$ cat src/rtl/fa_bist_pkg.sv
// Shared types, sizes and golden model for the full-adder BIST controller.
package fa_bist_pkg;

  typedef enum logic [1:0] {
    IDLE  = 2'd0,
    DRIVE = 2'd1,
    CHECK = 2'd2,
    DONE  = 2'd3
  } state_t;

  localparam int unsigned NUM_VECTORS = 8;
  localparam int unsigned VEC_W       = 3;
  localparam int unsigned CNT_W       = 4;
  localparam int unsigned ERR_W       = 4;

  // Reference response of a 1-bit full adder, packed as {cout, s}.
  function automatic logic [1:0] fa_expect(input logic a, input logic b, input logic cin);
    return {(a & b) | (a & cin) | (b & cin), a ^ b ^ cin};
  endfunction

endpackage

$ cat src/rtl/fa_bist_if.sv
// Connection between the BIST controller and the external full adder under test.
interface fa_bist_if;
  logic a;
  logic b;
  logic cin;
  logic s;
  logic cout;

  modport master (output a, output b, output cin, input s, input cout);
  modport slave  (input a, input b, input cin, output s, output cout);
endinterface

$ cat src/rtl/fa_bist.sv
// BIST controller: walks all 8 full-adder input vectors, checks each response
// against the golden model and reports pass, error count and first failing vector.
module fa_bist
  import fa_bist_pkg::*;
#(
  parameter int unsigned SETTLE = 1
) (
  input  logic             clk,
  input  logic             rst,
  input  logic             start,
  fa_bist_if.master        fa,
  output logic             busy,
  output logic             done,
  output logic             pass,
  output logic [ERR_W-1:0] err_cnt,
  output logic [VEC_W-1:0] first_fail
);

  state_t             r_state, w_state;
  logic [VEC_W-1:0]   r_v, w_v;
  logic [CNT_W-1:0]   r_cnt, w_cnt;
  logic [ERR_W-1:0]   r_err, w_err;
  logic [VEC_W-1:0]   r_ff, w_ff;
  logic [VEC_W-1:0]   r_abc, w_abc;
  logic               r_pass, w_pass;
  logic               r_done, w_done;
  logic               r_busy, w_busy;
  logic [1:0]         w_exp;
  logic               w_mismatch;

  // Response is compared against the vector index, which equals the driven operands.
  assign w_exp      = fa_expect(r_v[2], r_v[1], r_v[0]);
  assign w_mismatch = (w_exp != {fa.cout, fa.s});

  always_ff @(posedge clk) begin
    if (rst) begin
      r_state <= IDLE;
      r_v     <= '0;
      r_cnt   <= '0;
      r_err   <= '0;
      r_ff    <= '0;
      r_abc   <= '0;
      r_pass  <= 1'b0;
      r_done  <= 1'b0;
      r_busy  <= 1'b0;
    end else begin
      r_state <= w_state;
      r_v     <= w_v;
      r_cnt   <= w_cnt;
      r_err   <= w_err;
      r_ff    <= w_ff;
      r_abc   <= w_abc;
      r_pass  <= w_pass;
      r_done  <= w_done;
      r_busy  <= w_busy;
    end
  end

  always_comb begin
    w_state = r_state;
    w_v     = r_v;
    w_cnt   = r_cnt;
    w_err   = r_err;
    w_ff    = r_ff;
    w_pass  = r_pass;
    w_done  = 1'b0;
    w_busy  = r_busy;
    w_abc   = '0;

    case (r_state)
      IDLE: begin
        if (start) begin
          w_state = DRIVE;
          w_v     = '0;
          w_cnt   = '0;
          w_err   = '0;
          w_ff    = '0;
          w_pass  = 1'b0;
          w_busy  = 1'b1;
        end
      end
      DRIVE: begin
        if (r_cnt == CNT_W'(SETTLE - 1)) begin
          w_state = CHECK;
          w_cnt   = '0;
        end else begin
          w_cnt = r_cnt + CNT_W'(1);
        end
      end
      CHECK: begin
        if (w_mismatch) begin
          w_err = r_err + ERR_W'(1);
          if (r_err == '0) w_ff = r_v;
        end
        // Pass uses the final count, including a mismatch on the last vector.
        if (r_v == VEC_W'(NUM_VECTORS - 1)) begin
          w_state = DONE;
          w_v     = '0;
          w_done  = 1'b1;
          w_pass  = (w_err == '0);
        end else begin
          w_state = DRIVE;
          w_v     = r_v + VEC_W'(1);
        end
      end
      DONE: begin
        w_state = IDLE;
        w_busy  = 1'b0;
      end
      default: begin
        w_state = IDLE;
        w_busy  = 1'b0;
      end
    endcase

    if ((w_state == DRIVE) || (w_state == CHECK)) w_abc = w_v;
  end

  assign fa.a       = r_abc[2];
  assign fa.b       = r_abc[1];
  assign fa.cin     = r_abc[0];
  assign busy       = r_busy;
  assign done       = r_done;
  assign pass       = r_pass;
  assign err_cnt    = r_err;
  assign first_fail = r_ff;

endmodule

$ cat src/flat_wrapper.sv
// flat-port wrapper written by rule: the top's interface ports become plain ports
module fa_bist_flat import fa_bist_pkg::*;
#(
  parameter int unsigned SETTLE = 1
)
  (clk, rst, start, busy, done, pass, err_cnt, first_fail, fa_a, fa_b, fa_cin, fa_s, fa_cout);
  fa_bist_if fa_i ();
  input  logic clk;
  input  logic rst;
  input  logic start;
  output logic busy;
  output logic done;
  output logic pass;
  output logic [ERR_W-1:0] err_cnt;
  output logic [VEC_W-1:0] first_fail;
  output wire logic [$bits(fa_i.a)-1:0] fa_a;
  output wire logic [$bits(fa_i.b)-1:0] fa_b;
  output wire logic [$bits(fa_i.cin)-1:0] fa_cin;
  input wire logic [$bits(fa_i.s)-1:0] fa_s;
  input wire logic [$bits(fa_i.cout)-1:0] fa_cout;
  assign fa_a = fa_i.a;
  assign fa_b = fa_i.b;
  assign fa_cin = fa_i.cin;
  assign fa_i.s = fa_s;
  assign fa_i.cout = fa_cout;
  fa_bist #(.SETTLE(SETTLE)) u_core (.clk(clk), .rst(rst), .start(start), .fa(fa_i), .busy(busy), .done(done), .pass(pass), .err_cnt(err_cnt), .first_fail(first_fail));
endmodule
$ cat config.mk
export PLATFORM = sky130hd
export DESIGN_NAME = fa_bist_flat
export DESIGN_NICKNAME = d
export VERILOG_FILES = /design/src/rtl/fa_bist_pkg.sv /design/src/rtl/fa_bist_if.sv /design/src/rtl/fa_bist.sv /design/src/flat_wrapper.sv
export SDC_FILE = /design/constraint.sdc
export NUM_CORES = 1
export LEC_CHECK = 0
export CAP_MARGIN = 20
export CORE_UTILIZATION = 52
export DETAILED_ROUTE_END_ITERATION = 10
export HOLD_SLACK_MARGIN = 0.06
export PLACE_DENSITY = 0.74
export SLEW_MARGIN = 40
export SYNTH_ARGS = -nofsm -noshare
export SYNTH_HDL_FRONTEND = slang
export SYNTH_SLANG_ARGS = --single-unit
$ cat constraint.sdc
create_clock -name clk -period 2.75 [get_ports clk]
set_clock_uncertainty 0.2 [all_clocks]
set_input_delay 0.55 -clock clk [delete_from_list [all_inputs] [get_ports clk]]
set_output_delay 0.55 -clock clk [all_outputs]
set_load 0.01 [all_outputs]
==> results_dict.tcl, run 1 <==
set metrics [dict create \
    p_int_w 0.0004048 \
    worst_setup_hold_path_clk_slew_ns 0.11 \
    crit_path_start_kind "flip-flop" \
    max-vdd-ir-drop_v 0.0003181 \
    chipWidth_um 48.90 \
    clock_insertion_delay_worst_skew_ns 0.31 \
    mean_number_of_vias_per_cell 5.488 \
    path_buf_inv 1 \
    crit_arrival_ns 2.33 \
    diodes 0 \
    slowest_stage "sky130_fd_sc_hd__fa_1" \
    global_route_total_overflow 0 \
    min_period_ns 2.293 \
    cp_slowest_stage_delay_ns 0.53 \
    cts_tree "done" \
    final_antenna_net_count 0 \
    setup.worst_path.class "flip-flop to flip-flop" \
    fp.dieH_um 48.90 \
    clkSinkCount 22 \
    first_pass_iters 4 \
    net-switching-power_w 0.0001387 \
    nFillCells 174 \
    min_period_over_period_pct 83.37 \
    netlist_area_um2 1144 \
    synth-main-ff-cell "sky130_fd_sc_hd__dfxtp_1" \
    post_cts_buffers 0 \
    floorplan.core_area_um2 2022 \
    global_route.usage.total_pct 20.73 \
    die_area_um2 2391 \
    cts-buffers-inserted 3 \
    synthesis.yosys.warnings 0 \
    synthDominantAreaCellType "sky130_fd_sc_hd__dfxtp_1" \
    cts.path.max_buffers 2 \
    setup_tns_ns 0 \
    top_level_ports 18 \
    gpl.final_weighted_congestion 0.7836 \
    crit_path_max_fanout 7 \
    finish.net_count 159 \
    synth_async_sr_flop_share_pct 0 \
    timing.fmax_ghz 0.4361 \
    global_route_wire_length_before_repair_mm 3.829 \
    synthCells 129 \
    detail_route.iter0.violations 35 \
    floorplan.rows 16 \
    antenna_found_initial 0 \
    initial_core_util_pct 56.56 \
    drc_errors 0 \
    cts-hold-fix-buffers 0 \
    dr_total_vias 944 \
    rsz_0062_raised_after_global_routing "no" \
    syn-mean-instance-area_um2 8.865 \
    yosysSeqAreaShare_pct 38.51 \
    numPortBuffers 17 \
    power.leakage_nw 0.4770 \
    power.share.clock_pct 26.7 \
    p_sw_share_pct 25.52 \
    drt_wl_total_mm 2.179 \
    number_of_distinct_standard_cells_referenced_by_the_synthesized_netlist 38 \
    critPathRequiredTime_ns 2.79 \
    report.final.slew_viol_count 0 \
    combinationalPowerShare_pct 12.5 \
    grt_start_max_net_pins 16 \
    setup_viol 0 \
    post_cts_resized 0 \
    cts-root-buf "sky130_fd_sc_hd__clkbuf_4" \
    drt-wirelength-per-cell_um 12.67 \
    power.sequential.fraction_pct 60.9 \
    max_cap_viol_count 0 \
    worst_hold_path_type "flip-flop to flip-flop" \
    synth_seq_cells 22 \
    area_growth_pct 18.60 \
    cts_htree_levels 1 \
    area_share_of_the_leading_cell_type_in_the_synthesized_netlist_pct 38.51 \
    most_numerous_cell_in_the_yosys_netlist "sky130_fd_sc_hd__dfxtp_1" \
    synth_enable_flop_cells 0 \
    layout.core_utilization_pct 67.08 \
    worst-r2r-setup-slack_ns 0.46 \
    slew_headroom_pct 61.09 \
    hpwl_mm 1.644 \
    critical_path.cell_chain "inv_1, fa_1, xnor2_2, o2111ai_1, a21oi_2, mux2i_1" \
    worst_slew_pin_slew_ns 0.5824 \
    powerDensity_nw_per_um2 400.7 \
    synthTopCellsByArea "sky130_fd_sc_hd__dfxtp_1, sky130_fd_sc_hd__ha_1, sky130_fd_sc_hd__nor2_1" \
    grt_pass1_vias 836 \
    cp-end-kind "flip-flop" \
    drive_gt1_share_pct 8.276 \
    synth.top_cells.by_count "sky130_fd_sc_hd__dfxtp_1, sky130_fd_sc_hd__nor2_1, sky130_fd_sc_hd__inv_1" \
    cpLargestDelayFamily "adder cells" \
    mappedNetlistNets 141 \
    outcome "complete, no violations" \
    finalHoldViolCount 0 \
]
-- layout make-up --
| type | count | area [um2] | area share, % |
|---|---|---|---|
| multi-input combinational | 92 | 644.4 | 47.51 |
| sequential | 22 | 440.4 | 32.47 |
| timing repair buffer | 18 | 177.7 | 13.10 |
| inverter | 10 | 37.54 | 2.768 |
| tap | 27 | 33.78 | 2.491 |
| clock buffer | 3 | 22.52 | 1.661 |
-- worst min-delay path, stage by stage, from the launching register on --
cell	delay (ns)
sky130_fd_sc_hd__dfxtp_1	0.33
sky130_fd_sc_hd__nand2b_1	0.07
sky130_fd_sc_hd__mux2i_1	0.06
-- final timing paths --
kind                              from                   end  cells after the start
setup / recovery         u_core.r_v[0]  u_core.first_fail[2]                      6
hold / removal    u_core.first_fail[0]  u_core.first_fail[0]                      2
setup reg to reg         u_core.r_v[0]  u_core.first_fail[2]                      6
hold reg to reg   u_core.first_fail[0]  u_core.first_fail[0]                      2
-- flip-flops by register name, indices dropped and copies added (netlist names), 2 cells and up --
register / count
u_core.r_state: 2
u_core.first_fail: 3
u_core.r_v: 3
u_core.r_abc: 3
u_core.err_cnt: 4
u_core.r_cnt: 4
-- per-stage QoR --
| step | area (um2) | instances | hold slack (ns) | power [W] | setup slack (ns) |
|---|---|---|---|---|---|
| floorplan | 1144 | 129 | 0.2745 | 0.0003824 | 0.6758 |
| global placement | 1334 | 169 | 0.2609 | 0.0004040 | 0.5175 |
| detailed placement | 1334 | 169 | 0.2720 | 0.0004054 | 0.4486 |
| CTS | 1356 | 172 | 0.2894 | 0.0005459 | 0.4450 |
| global route | 1356 | 172 | 0.3257 | 0.0005702 | 0.3017 |
| finish | 1356 | 172 | 0.2844 | 0.0005434 | 0.4572 |
-- power by group through the flow --
stage	logic, W	registers, W	clock network (W)
2_1_floorplan	0.0000476	0.000335	0
5_1_grt	0.0000744	0.000332	0.000164
3_3_place_gp	0.0000661	0.000338	0
3_5_place_dp	0.0000675	0.000338	0
4_1_cts	0.0000679	0.000331	0.000147
6_report	0.0000677	0.000331	0.000145
-- cells in the final DEF, fill, tap and decap left out, types with 2 or more instances in the layout --
cell type and instances:
sky130_fd_sc_hd__dfxtp_1 22, sky130_fd_sc_hd__clkdlybuf4s50_1 17, sky130_fd_sc_hd__nor2_1 14, sky130_fd_sc_hd__inv_1 10, sky130_fd_sc_hd__nand2b_1 8, sky130_fd_sc_hd__a21oi_1 8
sky130_fd_sc_hd__nand2_1 6, sky130_fd_sc_hd__ha_1 6, sky130_fd_sc_hd__or3_1 5, sky130_fd_sc_hd__a22oi_1 4, sky130_fd_sc_hd__nor2b_1 3, sky130_fd_sc_hd__nor3_1 3
sky130_fd_sc_hd__o2111ai_1 3, sky130_fd_sc_hd__mux2i_1 3, sky130_fd_sc_hd__clkbuf_4 3, sky130_fd_sc_hd__o21bai_1 2, sky130_fd_sc_hd__xnor2_2 2, sky130_fd_sc_hd__o21ai_0 2
sky130_fd_sc_hd__a31oi_1 2, sky130_fd_sc_hd__a311oi_1 2, sky130_fd_sc_hd__nand3_1 2
-- layer usage --
metal | vias up | routed length [um] | share of wire (%) | GRT usage (%)
met3 | 3 | 100 | 4.6 | 3.738
met5 | - | 0 | 0 | 0
met2 | 30 | 921 | 42 | 32.41
met4 | 0 | 21 | 0.96 | 7.353
met1 | 416 | 1135 | 52 | 28.57
li1 | 495 | - | - | -
-- logic make-up after synthesis --
kind of cell	synth area share (%)
buf+inv	5.143
simple gates	21.55
compound gates	21.01
mux	2.626
fa+ha+maj	8.315
xor+xnor	2.845
flops	38.51
No activity file was read; power rests on OpenSTA's default activity.
==> run 2, diff against run 1 <==
Clock period 2.75 ns to 2.25 ns, I/O delays scaled along.
==> run 2 against run 1 <==
- highest routed layer unchanged
- sequential share of layout area down 1.3 points
- non-clock buffer count up 4
- register-to-register slack worse by 0.32 ns
- critical path type unchanged
- largest cell class unchanged
- largest power group unchanged
- global-route usage down 0.21 points
- worst setup slack worse by 0.32 ns
- combinational power up 41%
- cell count up 2.3%
- via count up 5.0%
==> results_dict.tcl, run 2 (synthesis results as in run 1) <==
set metrics [dict create \
    outcome "complete, no violations" \
    path_buf_inv 1 \
    cts-buffers-inserted 3 \
    powerDensity_nw_per_um2 475.1 \
    cp-end-kind "flip-flop" \
    timing.fmax_ghz 0.4731 \
    worst-r2r-setup-slack_ns 0.14 \
    slowest_stage "sky130_fd_sc_hd__fa_2" \
    clock_insertion_delay_worst_skew_ns 0.30 \
    crit_path_max_fanout 6 \
    mean_number_of_vias_per_cell 5.631 \
    place_inst 171 \
    holdPathStages 2 \
    drt_wl_total_mm 2.277 \
    critical_path.cell_chain "inv_1, fa_2, xnor2_4, o21a_1, o311a_1, o31ai_2" \
    fp.dieH_um 48.90 \
    critical_path.startpoint "u_core.r_v[0]" \
    setup_tns_ns 0 \
    cp_slowest_stage_delay_ns 0.62 \
    grt_start_max_net_pins 13 \
    min_period_ns 2.114 \
    crit_path_start_kind "flip-flop" \
    drt-wirelength-per-cell_um 12.94 \
    critPathRequiredTime_ns 2.27 \
    worst_setup_hold_path_clk_slew_ns 0.11 \
    setup.worst_path.class "flip-flop to flip-flop" \
    register_area_um2 440.4 \
    min_delay_worst_endpoint "u_core.first_fail[0]" \
    hpwl_mm 1.692 \
    gpl.final_weighted_congestion 0.8547 \
    global_route.usage.total_pct 20.51 \
    cts-root-buf "sky130_fd_sc_hd__clkbuf_4" \
    cpLargestDelayFamily "compound AO/OA/AOI/OAI gates" \
    top_level_ports 18 \
    max-vdd-ir-drop_v 0.0004427 \
    setup_viol 0 \
    worstSetupPathDepth 6 \
    timing.rr.end "u_core.pass" \
    min_period_over_period_pct 93.94 \
    floorplan.core_area_um2 2022 \
    die_area_um2 2391 \
    crit_arrival_ns 2.14 \
    worst_slew_pin_slew_ns 0.5839 \
    layout.core_utilization_pct 69.80 \
    final_antenna_net_count 0 \
    layout.cells.most_common "sky130_fd_sc_hd__dfxtp_1" \
    nFillCells 165 \
    cts.path.max_buffers 2 \
    multi_input_comb_area_um2 669.4 \
    report.final.slew_viol_count 0 \
    floorplan.rows 16 \
    clkSinkCount 22 \
    grt_pass1_vias 878 \
    initial_core_util_pct 56.56 \
    cts_tree "done" \
    antenna_found_initial 0 \
    drc_errors 0 \
    finish.net_count 163 \
    number_of_standard_cells_in_the_final_layout_excluding_fillers 176 \
    power.leakage_nw 0.5013 \
    holdWs_ns 0.2819 \
    worst_hold_path_type "flip-flop to flip-flop" \
    slew_headroom_pct 60.99 \
    drive_gt1_share_pct 11.41 \
    area_growth_pct 23.41 \
    max_cap_viol_count 0 \
    diodes 0 \
    mostFrequentLayoutCells "sky130_fd_sc_hd__dfxtp_1, sky130_fd_sc_hd__clkdlybuf4s50_1, sky130_fd_sc_hd__nor2_1" \
    worst_hold_startpoint "u_core.first_fail[0]" \
    cts-hold-fix-buffers 0 \
    chipWidth_um 48.90 \
    cts_htree_levels 1 \
    worst_r2r_path_depth 6 \
    dr_total_vias 991 \
    numPortBuffers 17 \
    reg2reg_from "u_core.r_v[0]" \
    finalHoldViolCount 0 \
    detail_route.iter0.violations 13 \
    first_pass_iters 4 \
    global_route_total_overflow 0 \
    global_route_wire_length_before_repair_mm 3.808 \
]
==> run 2: cell types whose count changed in the layout (fill, tap and decap cells not counted), sizes merged <==
cell and change:
buf +4
==> run 2: report_power, final <==
part / leakage [nW] / total, W / switching, W / internal (W)
sequential: 0.178 / 0.000404 / 0.00000881 / 0.000395
combinational: 0.310 / 0.0000954 / 0.0000495 / 0.0000459
clock: 0.0138 / 0.000171 / 0.000109 / 0.0000623
total: 0.501 / 0.000670 / 0.000167 / 0.000504
==> run 2: layout make-up <==
| class | count | area share, % |
|---|---|---|
| Clock buffer | 3 | 1.596 |
| Inverter | 10 | 2.660 |
| Multi-Input combinational cell | 92 | 47.43 |
| Sequential cell | 22 | 31.21 |
| Tap cell | 27 | 2.394 |
| Timing Repair Buffer | 22 | 14.72 |
==> run 2: through the flow <==
stage / instance area [um2] / worst slack (ns) / power, W
2_1_floorplan: 1144 / 0.1758 / 0.0004674
3_3_place_gp: 1349 / 0.1353 / 0.0004960
3_5_place_dp: 1349 / 0.03465 / 0.0004977
4_1_cts: 1371 / 0.008503 / 0.0006656
5_1_grt: 1411 / -0.0006870 / 0.0007035
6_report: 1411 / 0.1364 / 0.0006705
==> run 2: worst register-to-register path, cell delays in order (launching register included) <==
cell                      delay, ns
sky130_fd_sc_hd__dfxtp_1       0.36
sky130_fd_sc_hd__inv_1         0.08
sky130_fd_sc_hd__fa_2          0.62
sky130_fd_sc_hd__xnor2_4       0.09
sky130_fd_sc_hd__o21a_1        0.21
sky130_fd_sc_hd__o311a_1       0.31
sky130_fd_sc_hd__o31ai_2       0.16
==> run 2: how the worst max path moves through the flow <==
| stage | endpoint | slack [ns] |
|---|---|---|
| after CTS | u_core.first_fail[1] | 0.009 |
| after detailed placement | u_core.first_fail[1] | 0.03 |
| final | u_core.pass | 0.14 |
| after global routing | u_core.first_fail[1] | -0.0007 |
| after global placement | u_core.first_fail[0] | 0.14 |
| after floorplan | u_core.first_fail[0] | 0.18 |
==> run 2: timing repair <==
action / 4_1_cts / 5_1_grt
setup endpoints to repair: 0 / 4
gates resized for setup: 0 / 3
buffers inserted: 0 / 2
==> run 2: routing by layer <==
layer  vias up  routed length [um]  GRT usage, %
met5         -                   0             0
met4         0                  14         7.843
met3         2                  57         4.050
met2        15                1059         32.64
met1       476                1144         27.27
li1        498                   -             -
==> run 3, diff against run 2 <==
Settings changed: CORE_MARGIN set to 2.
==> run 3 against run 2 <==
- hold slack gained 0.0019 ns
- global-route usage shrank 1.1 points
- critical path depth is the same
- sequential share of layout area shrank 0.60 points
- routed wire length grew 0.83%
- non-clock buffer count is the same
- critical endpoint unchanged
==> results_dict.tcl, run 3 (synthesis results as in run 1) <==
set metrics [dict create \
    rsz_0062_raised_after_global_routing "no" \
    clkSinkCount 22 \
    numPortBuffers 17 \
    initial_core_util_pct 56.56 \
    crit_path_max_fanout 5 \
    cts_htree_levels 1 \
    cts-buffers-inserted 3 \
    crit_arrival_ns 2.16 \
    detail_route.iter0.violations 32 \
    mean_number_of_vias_per_cell 5.582 \
    dr_total_vias 988 \
    floorplan.core_area_um2 2022 \
    drt-wirelength-per-cell_um 12.97 \
    min_period_over_period_pct 94.34 \
    clock_insertion_delay_worst_skew_ns 0.30 \
    total_power_w 0.0007987 \
    setup.worst_path.class "flip-flop to flip-flop" \
    timing.rr.end "u_core.pass" \
    path_buf_inv 1 \
    final_antenna_net_count 0 \
    worst_r2r_path_depth 6 \
    floorplan.rows 16 \
    critical_path.startpoint "u_core.r_v[1]" \
    critical_path.cell_chain "inv_1, fa_1, xnor2_4, o21a_1, o311a_1, o31ai_2" \
    crit_path_start_kind "flip-flop" \
    max_cap_viol_count 0 \
    antenna_found_initial 0 \
    chipWidth_um 50.90 \
    global_route_wire_length_before_repair_mm 3.822 \
    fp.dieH_um 50.90 \
    cts.path.max_buffers 2 \
    diodes 0 \
    outcome "complete, no violations" \
    area_growth_pct 25.82 \
    holdPathStages 2 \
    worst_slew_pin_slew_ns 0.6296 \
    layout.cells.most_common "sky130_fd_sc_hd__dfxtp_1" \
    cts_tree "done" \
    drive_gt1_share_pct 11.33 \
    critPathRequiredTime_ns 2.29 \
    combinationalPowerShare_pct 12.0 \
    slew_headroom_pct 57.94 \
    setup_viol 0 \
    p_sw_share_pct 22.21 \
    first_pass_iters 4 \
    cp_slowest_stage_delay_ns 0.54 \
    grt_pass1_vias 872 \
    finalHoldViolCount 0 \
    global_route.usage.total_pct 19.43 \
    mostFrequentLayoutCells "sky130_fd_sc_hd__dfxtp_1, sky130_fd_sc_hd__clkdlybuf4s50_1, sky130_fd_sc_hd__nor2_1" \
    power.share.clock_pct 37.4 \
    report.final.slew_viol_count 0 \
    cts-root-buf "sky130_fd_sc_hd__clkbuf_4" \
    reg2reg_from "u_core.r_v[1]" \
    max-vdd-ir-drop_v 0.0004024 \
    worst_setup_hold_path_clk_slew_ns 0.12 \
    global_route_total_overflow 0 \
    slowest_stage "sky130_fd_sc_hd__fa_1" \
    gpl.final_weighted_congestion 0.8903 \
    min_period_ns 2.123 \
    power.sequential.fraction_pct 50.6 \
    worst_hold_path_type "flip-flop to flip-flop" \
    setup_tns_ns 0 \
    timing.fmax_ghz 0.4711 \
    min_delay_worst_endpoint "u_core.first_fail[0]" \
    top_level_ports 18 \
    powerDensity_nw_per_um2 555.1 \
    grt_start_max_net_pins 14 \
    cp-end-kind "flip-flop" \
    drc_errors 0 \
    worst_hold_startpoint "u_core.first_fail[0]" \
    holdWs_ns 0.2838 \
    cpLargestDelayFamily "compound AO/OA/AOI/OAI gates" \
    hpwl_mm 1.725 \
    die_area_um2 2590 \
    p_int_w 0.0006213 \
    power.leakage_nw 0.5143 \
    finish.net_count 163 \
    drt_wl_total_mm 2.296 \
    net-switching-power_w 0.0001774 \
    worst-r2r-setup-slack_ns 0.13 \
]
run 3: worst max-delay path by stage:
stage               slack, ns              endpoint  cells past startpoint
detailed placement       0.05  u_core.first_fail[1]                      5
finish                   0.13           u_core.pass                      6
CTS                      0.03  u_core.first_fail[0]                      6
floorplan                0.18  u_core.first_fail[0]                      6
global route             0.01           u_core.pass                      6
global placement         0.12  u_core.first_fail[1]                      5
run 3: area by class of cell:
type / count / area (um2)
Multi-Input combinational cell: 92 / 666.9
Fill cell: 167 / 583.1
Sequential cell: 22 / 440.4
Timing Repair Buffer: 22 / 207.7
Inverter: 10 / 37.54
Tap cell: 27 / 33.78
Clock inverter: 1 / 30.03
Clock buffer: 3 / 22.52
run 3: power by group through the flow:
stage	clock network [W]	logic, W	registers [W]
6_report	0.000299	0.0000958	0.000404
5_1_grt	0.000322	0.000104	0.000406
4_1_cts	0.000308	0.0000851	0.000404
3_5_place_dp	0	0.0000846	0.000413
3_3_place_gp	0	0.0000834	0.000412
2_1_floorplan	0	0.0000581	0.000409
run 3: metrics by stage:
stage / cells / worst slack, ns / cell area (um2) / utilization, %
finish: 177 / 0.1273 / 1439 / 71.16
global route: 177 / 0.01258 / 1439 / 71.16
CTS: 175 / 0.03243 / 1401 / 69.31
detailed placement: 171 / 0.05405 / 1349 / 66.71
global placement: 171 / 0.1215 / 1349 / 66.71
floorplan: 129 / 0.1758 / 1144 / -
run 3: layer usage:
metal / GRT usage (%) / up-vias / part of all wire (%)
li1: - / 496 / -
met5: 0 / - / 0
met1: 26.53 / 456 / 46
met4: 8.108 / 0 / 0.52
met2: 30.26 / 34 / 48
met3: 3.509 / 2 / 4.8
run 3: repair_timing:
action,4_1_cts,5_1_grt
gates resized for setup,0,2
hold buffers,0,0
endpoints found under the setup margin,0,4
buffers inserted,0,2
run 3: worst min-delay path, cell delays in order, from the launching register on:
cell and delay, ns:
sky130_fd_sc_hd__dfxtp_1 0.33, sky130_fd_sc_hd__nand2b_1 0.06, sky130_fd_sc_hd__mux2i_1 0.06
==> RTL change (config.mk and constraints of run 3) <==
Re-encode `state_t` (4 states) as one-hot, 4 bits wide.
--- a/src/rtl/fa_bist_pkg.sv
+++ b/src/rtl/fa_bist_pkg.sv
@@ -1,11 +1,11 @@
 // Shared types, sizes and golden model for the full-adder BIST controller.
 package fa_bist_pkg;
 
-  typedef enum logic [1:0] {
-    IDLE  = 2'd0,
-    DRIVE = 2'd1,
-    CHECK = 2'd2,
-    DONE  = 2'd3
+  typedef enum logic [3:0] {
+    IDLE  = 4'b0001,
+    DRIVE = 4'b0010,
+    CHECK = 4'b0100,
+    DONE  = 4'b1000
   } state_t;
 
   localparam int unsigned NUM_VECTORS = 8;
Formal check against the unedited RTL: same outputs for any inputs over 10 cycles, from zero or initial values and one cycle with rst high; not proved beyond that.
==> RTL change against run 3 <==
  * Routed wire length is 12% higher
  * Count of clock-buffer cells in the layout is 1 higher
  * Synthesized area is 8.9% higher
  * Sequential cell count is 2 higher
  * Total power is 6.4% lower
  * Setup slack worse by 16 ps
  * Design area is 3.0% higher
  * Global-route usage is 1.4 points higher
  * Die area is 8.2% higher
  * Sequential power is 8.9% higher
  * Final cell count is 4.5% higher
  * Critical path type unchanged
  * Largest power group unchanged
==> RTL change: results (changes against run 3) <==
metric	value	unit	change
post-synth cell types	47		was 38
Placed Area	1426	um^2	was 1349 um^2
Fin Hold WS	287.5	ps	was 283.8 ps
status	completed		unchanged
initial drt markers	12		was 32
Power Dens Cells	504.4	nW/um^2	was 555.1 nW/um^2
largest cells by area after synthesis	dfxtp_1, ha_1, nor2_1		unchanged
nonclk buf count	18		was 22
WHS Endpoint	u_core.first_fail[2]$_SDFFE_PP0P_		was u_core.first_fail[0]$_SDFFE_PP0P_
switch share	0.2497		was 0.2221
Critical R2R Capture	u_core.err_cnt[3]$_SDFFE_PP0P_		was u_core.pass$_SDFFE_PP0P_
vias in the first global route	1004		was 872
GRT Total Usage	0.2078		was 0.1943
non-filler cells, final	185		was 177
worst slew pin tran	577.6	ps	was 629.6 ps
first-pass GRT wire length	4222	um	was 3822 um
clk slew on worst S/H paths	140	ps	was 120 ps
Leakage Power	0.5125	nW	was 0.5143 nW
layout filler cell count	199		was 167
syn nets	154		was 141
peak supply drop	0.3885	mV	was 0.4024 mV
Multi-Input Combinational	101		was 92
clk_lat worst skew	320	ps	was 300 ps
hold path start	u_core.first_fail[2]$_SDFFE_PP0P_		was u_core.first_fail[0]$_SDFFE_PP0P_
HPWL Detailed	1845	um	was 1725 um
RTL change: logic make-up after synthesis:
logic type / share of synthesized area
buffers and inverters: 0.05527
multiplexers: 0.01608
flip-flops: 0.3859
AO/OA/AOI/OAI: 0.1699
adder cells (fa/ha/maj): 0.07638
XOR/XNOR: 0.02111
AND/OR/NAND/NOR: 0.2754
RTL change: worst max path at each step:
stage / cells past startpoint / to / slack, ps
after floorplan: 7 / u_core.pass$_SDFFE_PP0P_ / 20
after global placement: 6 / u_core.err_cnt[3]$_SDFFE_PP0P_ / 80
after detailed placement: 6 / u_core.err_cnt[3]$_SDFFE_PP0P_ / 20
after CTS: 6 / u_core.err_cnt[3]$_SDFFE_PP0P_ / 40
after global routing: 6 / u_core.first_fail[0]$_SDFFE_PP0P_ / 4
final: 6 / u_core.err_cnt[3]$_SDFFE_PP0P_ / 110
RTL change: power groups by stage:
stage	combinational (mW)	clock, mW	sequential (mW)
2_1_floorplan	0.0515	0	0.442
3_3_place_gp	0.0645	0	0.449
3_5_place_dp	0.0657	0	0.449
4_1_cts	0.0660	0.236	0.440
5_1_grt	0.0753	0.256	0.442
6_report	0.0687	0.238	0.440
RTL change: timing repair:
| item | 4_1_cts | 5_1_grt |
|---|---|---|
| pin swaps | 0 | 1 |
| gates resized for setup | 1 | 3 |
| endpoints found under the setup margin | 2 | 6 |
| buffers inserted | 0 | 0 |
RTL change: worst max-delay path, stage by stage, from the launching register on:
cell	delay (ps)
dfxtp_1	390
inv_1	80
fa_1	500
xnor2_2	190
or2_4	280
a21o_1	180
a311oi_1	240
RTL change: per-layer routing:
layer / global-route usage / vias to the layer above / part of all wire
li1: - / 531 / -
met1: 0.2637 / 514 / 0.48
met2: 0.3521 / 11 / 0.50
met3: 0.03390 / 4 / 0.018
met4: 0.07692 / 0 / 0.011
met5: 0 / - / 0
